**config.mk**
```make
export PLATFORM = sky130hd
export DESIGN_NAME = riscv_mem_arbiter
export DESIGN_NICKNAME = d
export VERILOG_FILES = /design/src/rtl/riscv_mem_arbiter.sv
export SDC_FILE = /design/constraint.sdc
export NUM_CORES = 1
export LEC_CHECK = 0
export BUFFER_PORTS_ARGS = -buffer_cell sky130_fd_sc_hd__buf_4
export CORE_AREA = 2 2 126 128
export CTS_CLUSTER_SIZE = 12
export DETAILED_ROUTE_END_ITERATION = 12
export DIE_AREA = 0 0 128 130
export GPL_ROUTABILITY_DRIVEN = 0
export GPL_TIMING_DRIVEN = 0
export PLACE_DENSITY = 0.46
export SETUP_SLACK_MARGIN = 0.4
export SLEW_MARGIN = 5
export SYNTH_ARGS = -nofsm -noshare
export SYNTH_HDL_FRONTEND = slang
export SYNTH_SLANG_ARGS = --single-unit
```
**constraint.sdc**
```tcl
create_clock -name clk -period 2.69 [get_ports clk]
set_input_delay 0.807 -clock clk [delete_from_list [all_inputs] [get_ports clk]]
set_output_delay 0.807 -clock clk [all_outputs]
set_load 0.05 [all_outputs]
```
**src/rtl/riscv_mem_arbiter.sv**
```systemverilog
// ---------------------------------------------------------------------------
// riscv_mem_arbiter
//
// Shares one downstream val/rdy memory port between NUM_PORTS requesters
// (e.g. a core's imem/dmem ports, or several cores). Requests pass straight
// through to memory with no buffering. A round-robin pointer picks the
// winner. The grant is locked while memory stalls, so a presented request
// never changes under a valid. Every accepted request pushes its port ID
// into a small FIFO. Because memory answers in order, the head of that FIFO
// names the requester for each returning response.
//
// Message formats follow the VC memory messages:
//   request  = {type, addr[ADDR_SZ], len[clog2(DATA_SZ/8)], data[DATA_SZ]}
//   response = {type, len[clog2(DATA_SZ/8)], data[DATA_SZ]}
//
// Ports:
//   clk, reset   clock; asynchronous active-high reset
//   req_msg      packed requests, port i at [i*REQ_SZ +: REQ_SZ]
//   req_val      per-port request valid
//   req_rdy      per-port request accepted (only the winner, only on fire)
//   resp_msg     downstream response replicated on every slice
//   resp_val     one-hot (or zero) response valid
//   memreq_*     downstream request val/rdy port
//   memresp_*    downstream response (always accepted, no ready)
//   outstanding  number of requests awaiting a response
//   proto_err    sticky: a response arrived with nothing outstanding
// ---------------------------------------------------------------------------
module riscv_mem_arbiter #(
  parameter int NUM_PORTS       = 2,
  parameter int ADDR_SZ         = 32,
  parameter int DATA_SZ         = 32,
  parameter int MAX_OUTSTANDING = 4,
  localparam int LEN_SZ  = $clog2(DATA_SZ/8),
  localparam int REQ_SZ  = 1 + ADDR_SZ + LEN_SZ + DATA_SZ,
  localparam int RESP_SZ = 1 + LEN_SZ + DATA_SZ,
  localparam int PID_SZ  = (NUM_PORTS > 2) ? $clog2(NUM_PORTS) : 1,
  localparam int CNT_SZ  = $clog2(MAX_OUTSTANDING) + 1
) (
  input  logic                         clk,
  input  logic                         reset,
  input  logic [NUM_PORTS*REQ_SZ-1:0]  req_msg,
  input  logic [NUM_PORTS-1:0]         req_val,
  output logic [NUM_PORTS-1:0]         req_rdy,
  output logic [NUM_PORTS*RESP_SZ-1:0] resp_msg,
  output logic [NUM_PORTS-1:0]         resp_val,
  output logic [REQ_SZ-1:0]            memreq_msg,
  output logic                         memreq_val,
  input  logic                         memreq_rdy,
  input  logic [RESP_SZ-1:0]           memresp_msg,
  input  logic                         memresp_val,
  output logic [CNT_SZ-1:0]            outstanding,
  output logic                         proto_err
);

  localparam int PTR_SZ = (MAX_OUTSTANDING > 1) ? $clog2(MAX_OUTSTANDING) : 1;

  logic [PID_SZ-1:0] rr_ptr;
  logic              lock_val;
  logic [PID_SZ-1:0] lock_pid;

  logic [PID_SZ-1:0] pid_fifo [MAX_OUTSTANDING];
  logic [PTR_SZ-1:0] head;
  logic [PTR_SZ-1:0] tail;
  logic [CNT_SZ-1:0] count;

  logic [PID_SZ-1:0] winner;
  logic [PID_SZ-1:0] scan_idx;
  logic              found;
  logic              any_sel;
  logic              full;
  logic              fire;
  logic              pop;
  logic              spurious;
  logic [PID_SZ-1:0] head_pid;

  // Winner selection: a locked grant wins outright; otherwise scan
  // upward from rr_ptr for the first valid port.
  always_comb begin
    winner   = '0;
    scan_idx = '0;
    found    = 1'b0;
    if (lock_val) begin
      winner = lock_pid;
    end else begin
      for (int k = 0; k < NUM_PORTS; k++) begin
        scan_idx = PID_SZ'((int'(rr_ptr) + k) % NUM_PORTS);
        if (!found && req_val[scan_idx]) begin
          winner = scan_idx;
          found  = 1'b1;
        end
      end
    end
  end

  assign any_sel    = lock_val | (|req_val);
  assign full       = (count == CNT_SZ'(MAX_OUTSTANDING));
  assign memreq_val = !reset & any_sel & !full;
  assign memreq_msg = req_msg[winner*REQ_SZ +: REQ_SZ];
  assign fire       = memreq_val & memreq_rdy;

  always_comb begin
    req_rdy = '0;
    if (fire) req_rdy[winner] = 1'b1;
  end

  // Response routing. A response with an empty FIFO cannot belong to a
  // request that fires in the same cycle (memory latency is at least one
  // cycle). So it is dropped and flagged instead of being matched.
  assign head_pid = pid_fifo[head];
  assign pop      = !reset & memresp_val & (count != '0);
  assign spurious = !reset & memresp_val & (count == '0);

  always_comb begin
    resp_val = '0;
    if (pop) resp_val[head_pid] = 1'b1;
  end

  assign resp_msg    = {NUM_PORTS{memresp_msg}};
  assign outstanding = count;

  // Control state: arbitration pointer, grant lock, FIFO pointers, error flag.
  always_ff @(posedge clk or posedge reset) begin
    if (reset) begin
      rr_ptr    <= '0;
      lock_val  <= 1'b0;
      lock_pid  <= '0;
      head      <= '0;
      tail      <= '0;
      count     <= '0;
      proto_err <= 1'b0;
    end else begin
      if (fire) begin
        rr_ptr   <= (winner == PID_SZ'(NUM_PORTS - 1)) ? '0 : winner + 1'b1;
        lock_val <= 1'b0;
        tail     <= (tail == PTR_SZ'(MAX_OUTSTANDING - 1)) ? '0 : tail + 1'b1;
      end else if (memreq_val) begin
        // Stalled downstream: freeze the grant until it is accepted.
        lock_val <= 1'b1;
        lock_pid <= winner;
      end
      if (pop) begin
        head <= (head == PTR_SZ'(MAX_OUTSTANDING - 1)) ? '0 : head + 1'b1;
      end
      case ({fire, pop})
        2'b10:   count <= count + 1'b1;
        2'b01:   count <= count - 1'b1;
        default: count <= count;
      endcase
      if (spurious) proto_err <= 1'b1;
    end
  end

  // Port-ID storage is data only; occupancy is tracked by the pointers.
  always_ff @(posedge clk) begin
    if (fire) pid_fifo[tail] <= winner;
  end

endmodule

```
==> metrics.md <==
| Metric | Value |
|---|---|
| Nets | 698 |
| Synthesized area per cell | slightly above 10 sq um |
| Hold Buf Count CTS | 0 |
| H-Tree Depth | 1 |
| DPL Wire Length | 9.24 mm |
| Final Skew | 0.00270 ns |
| Area Growth Syn to Fin | 143% |
| Final Max Tran Viols | 0 |
| Diode count | 0 |
| Worst slew pin tran | 0.538 ns |
| Initial antenna violation count | 0 |
| Critical path peak fanout | 10 |
| CP Launch Point | req_val[0] |
| Reg clk slew, reported paths | 0.05 ns |
| Final setup fails | between 60 and 70 |
| Via Count | 2624 |
| Final core utilization | 34.4% |
| Clock buffer count from CTS | 3 |
| Deepest clock path buffer count | 2 |
| Finished Layout Cells | 707 |
| PwrDens | 919 nW/um^2 |
| Crit share post-route | 108% |
| Yosys warning total | 0 |
| Via/cell ratio | 3.71 |
| Final Hold Viols | 0 |
| DR iter-0 viols | 59 |
| Worst R2R Start | outstanding[0] |
| Final WS setup | -0.219 ns |
| Fillers | 1603 |
| Worst slew margin | 64.0% |
| Mapped Cells | 212 |
| Fmax | 0.344 GHz |
| Mean routed wirelength per cell | 14.8 um |
| Port Buffers | 285 |
| Clk root buf | clkbuf_16 |
| Synthesized net count | 394 |
| Post-route cell area | about 5300 sq um |
| Initial core utilization | 14.1% |
| Largest net degree at the start of global routing | 13 |
| Worst min-delay path category | flop to flop |
| Commonest non-fill, non-tap cell in the layout | buf_4 |
| Commonest non-fill, non-tap cells in the layout | buf_4, buf_6, mux2_2 |
| Area of the core | between 15000 and 20000 sq um |
| R2r worst-path depth | 11 |
| I/O pin count | about 320 |
| WS Path Type | primary input to primary output |
| GRT Util Overall | 10.7% |
| # DRC | 0 |
| Unique masters post-synth | 27 |
| Largest vdd supply drop | 0.000728 V |
| FF-to-FF End | outstanding[2] |
| Setup crit start kind | primary input |
| Vias in the first global route | approximately 2.5k |
| FF+latch count, synth | 15 |
| Die Wd | 128 um |
| End of the critical path | memreq_msg[55] |
| First-pass GRT wire length | 13.9 mm |
| Final min period | roughly 2.9 ns |
| CTS Sinks | 15 |
| Worst Path Required | about 1.9 ns |
| Share of cells above drive strength 1 | 91.5% |
| RSZ-0062 raised after global routing | true |
| Dpl cell area | 4660 sq um |
| Final ANT Viol Nets | 0 |
| GRT overflow | 0 |
| Setup TNS | -12.35 ns |
| Cell count after placement | around 690 |
| Mapped cell area | 2180 sq um |
| HP Start | proto_err |
| Die area | 16600 sq um |
| Status | complete, but fails checks |
| 1st-pass router iterations | 3 |
| DRT Wirelength | about 10 mm |
| Die Y | 130 um |
| Crit end category | primary output |
| Worst path arrival time | 2.10 ns |
| Lkg Pwr | roughly 0.0027 uW |
| Register-to-register setup slack | 0.43 ns |
| Sequential share of the synthesized area | a little under a fifth |
| Row cnt | 46 |
| CTS tree | built |
| Clk Latency, worst-skew pair | approximately 0.24 ns |
| Max Cap Viol | 0 |
| Failing checks | setup timing |
-- critical path, cell delays in order --
cell and delay (ns):
buf_8 0.10, nor2b_4 0.12, o31ai_4 0.20, buf_12 0.20, buf_12 0.14, mux2_2 0.37, buf_6 0.16
-- metal layers --
layer	part of all wire, %	vias up	global-route usage [%]
met1	36	1244	12.3
met5	0	-	0
met4	0.78	0	2.13
met3	6.4	6	1.68
met2	56	108	20.8
li1	-	1266	-
-- cells in the mapped netlist, drive strengths merged --
cell type / number / area [sq um]
or3b: 1 / 8.76
nand2: 1 / 3.75
o21a: 1 / 7.51
nor2: 4 / 15.0
buf: 78 / 609
a31o: 1 / 8.76
o31ai: 1 / 21.3
dfrtp: 11 / 275
mux2i: 2 / 20.0
mux2: 72 / 811
xor2: 2 / 17.5
nor3: 3 / 15.0
and2: 6 / 37.5
nor4: 1 / 6.26
o31a: 1 / 8.76
edfxtp: 4 / 120
fa: 1 / 20.0
ha: 6 / 75.1
and3: 1 / 6.26
nor3b: 2 / 15.0
inv: 9 / 33.8
nor2b: 2 / 12.5
mux4: 1 / 22.5
xnor2: 1 / 8.76
-- metrics by stage --
stage / worst slack, ns / hold slack, ns / power (uW)
floorplan: -0.192 / 0.481 / 3030
global placement: -0.688 / 0.467 / 4040
detailed placement: -0.699 / 0.462 / 4050
CTS: -0.226 / 0.473 / 4910
global route: -0.246 / 0.491 / 5090
finish: -0.219 / 0.468 / 4880
-- worst min path at each step --
| stage | end | slack [ns] | depth (start not counted) |
|---|---|---|---|
| 3_3_place_gp | proto_err | 0.47 | 1 |
| 6_report | proto_err | 0.47 | 1 |
| 2_1_floorplan | lock_pid | 0.48 | 1 |
| 5_1_grt | proto_err | 0.49 | 1 |
| 3_5_place_dp | proto_err | 0.46 | 1 |
| 4_1_cts | proto_err | 0.47 | 1 |
-- report_power, final --
part	total, uW	internal [uW]	switching [uW]
logic	4160	1830	2330
registers	431	336	95.4
clock network	285	200	85.0
total	4880	2370	2510
-- cell type report --
class	count	area (sq um)	share of cell area, %
Buffer	78	677	12.8
Inverter	9	45.0	0.849
Multi-Input combinational cell	110	1280	24.2
Timing Repair Buffer	299	2590	48.7
Tap cell	192	240	4.53
Sequential cell	15	397	7.48
Clock buffer	4	78.8	1.49
-- timing repair --
item	in CTS	in global routing
setup endpoints to repair	74	74
gates resized for setup	108	5
buffers inserted	13	1
pin swaps	10	7
cloned	0	0
-- sequential cells by signal (all words and copies together), names as in the netlist --
name	cells
pid_fifo	4
outstanding	3
head	2
tail	2
lock_pid	1
lock_val	1
proto_err	1
rr_ptr	1
-- cells by family (layout without fill, tap and decap cells) --
logic type                 count (synthesis)  after routing  synth area share (%)
and+or+nand+nor                           21             21                  5.51
adders and majority gates                  7              7                  4.36
buffers and inverters                     87            390                  29.5
AOI/OAI and AO/OA                          4              4                  2.12
xor gates and xnor gates                   3              3                  1.21
DFF                                       15             15                  18.1
muxes                                     75             75                  39.2
No activity file was read; power rests on OpenSTA's default activity.
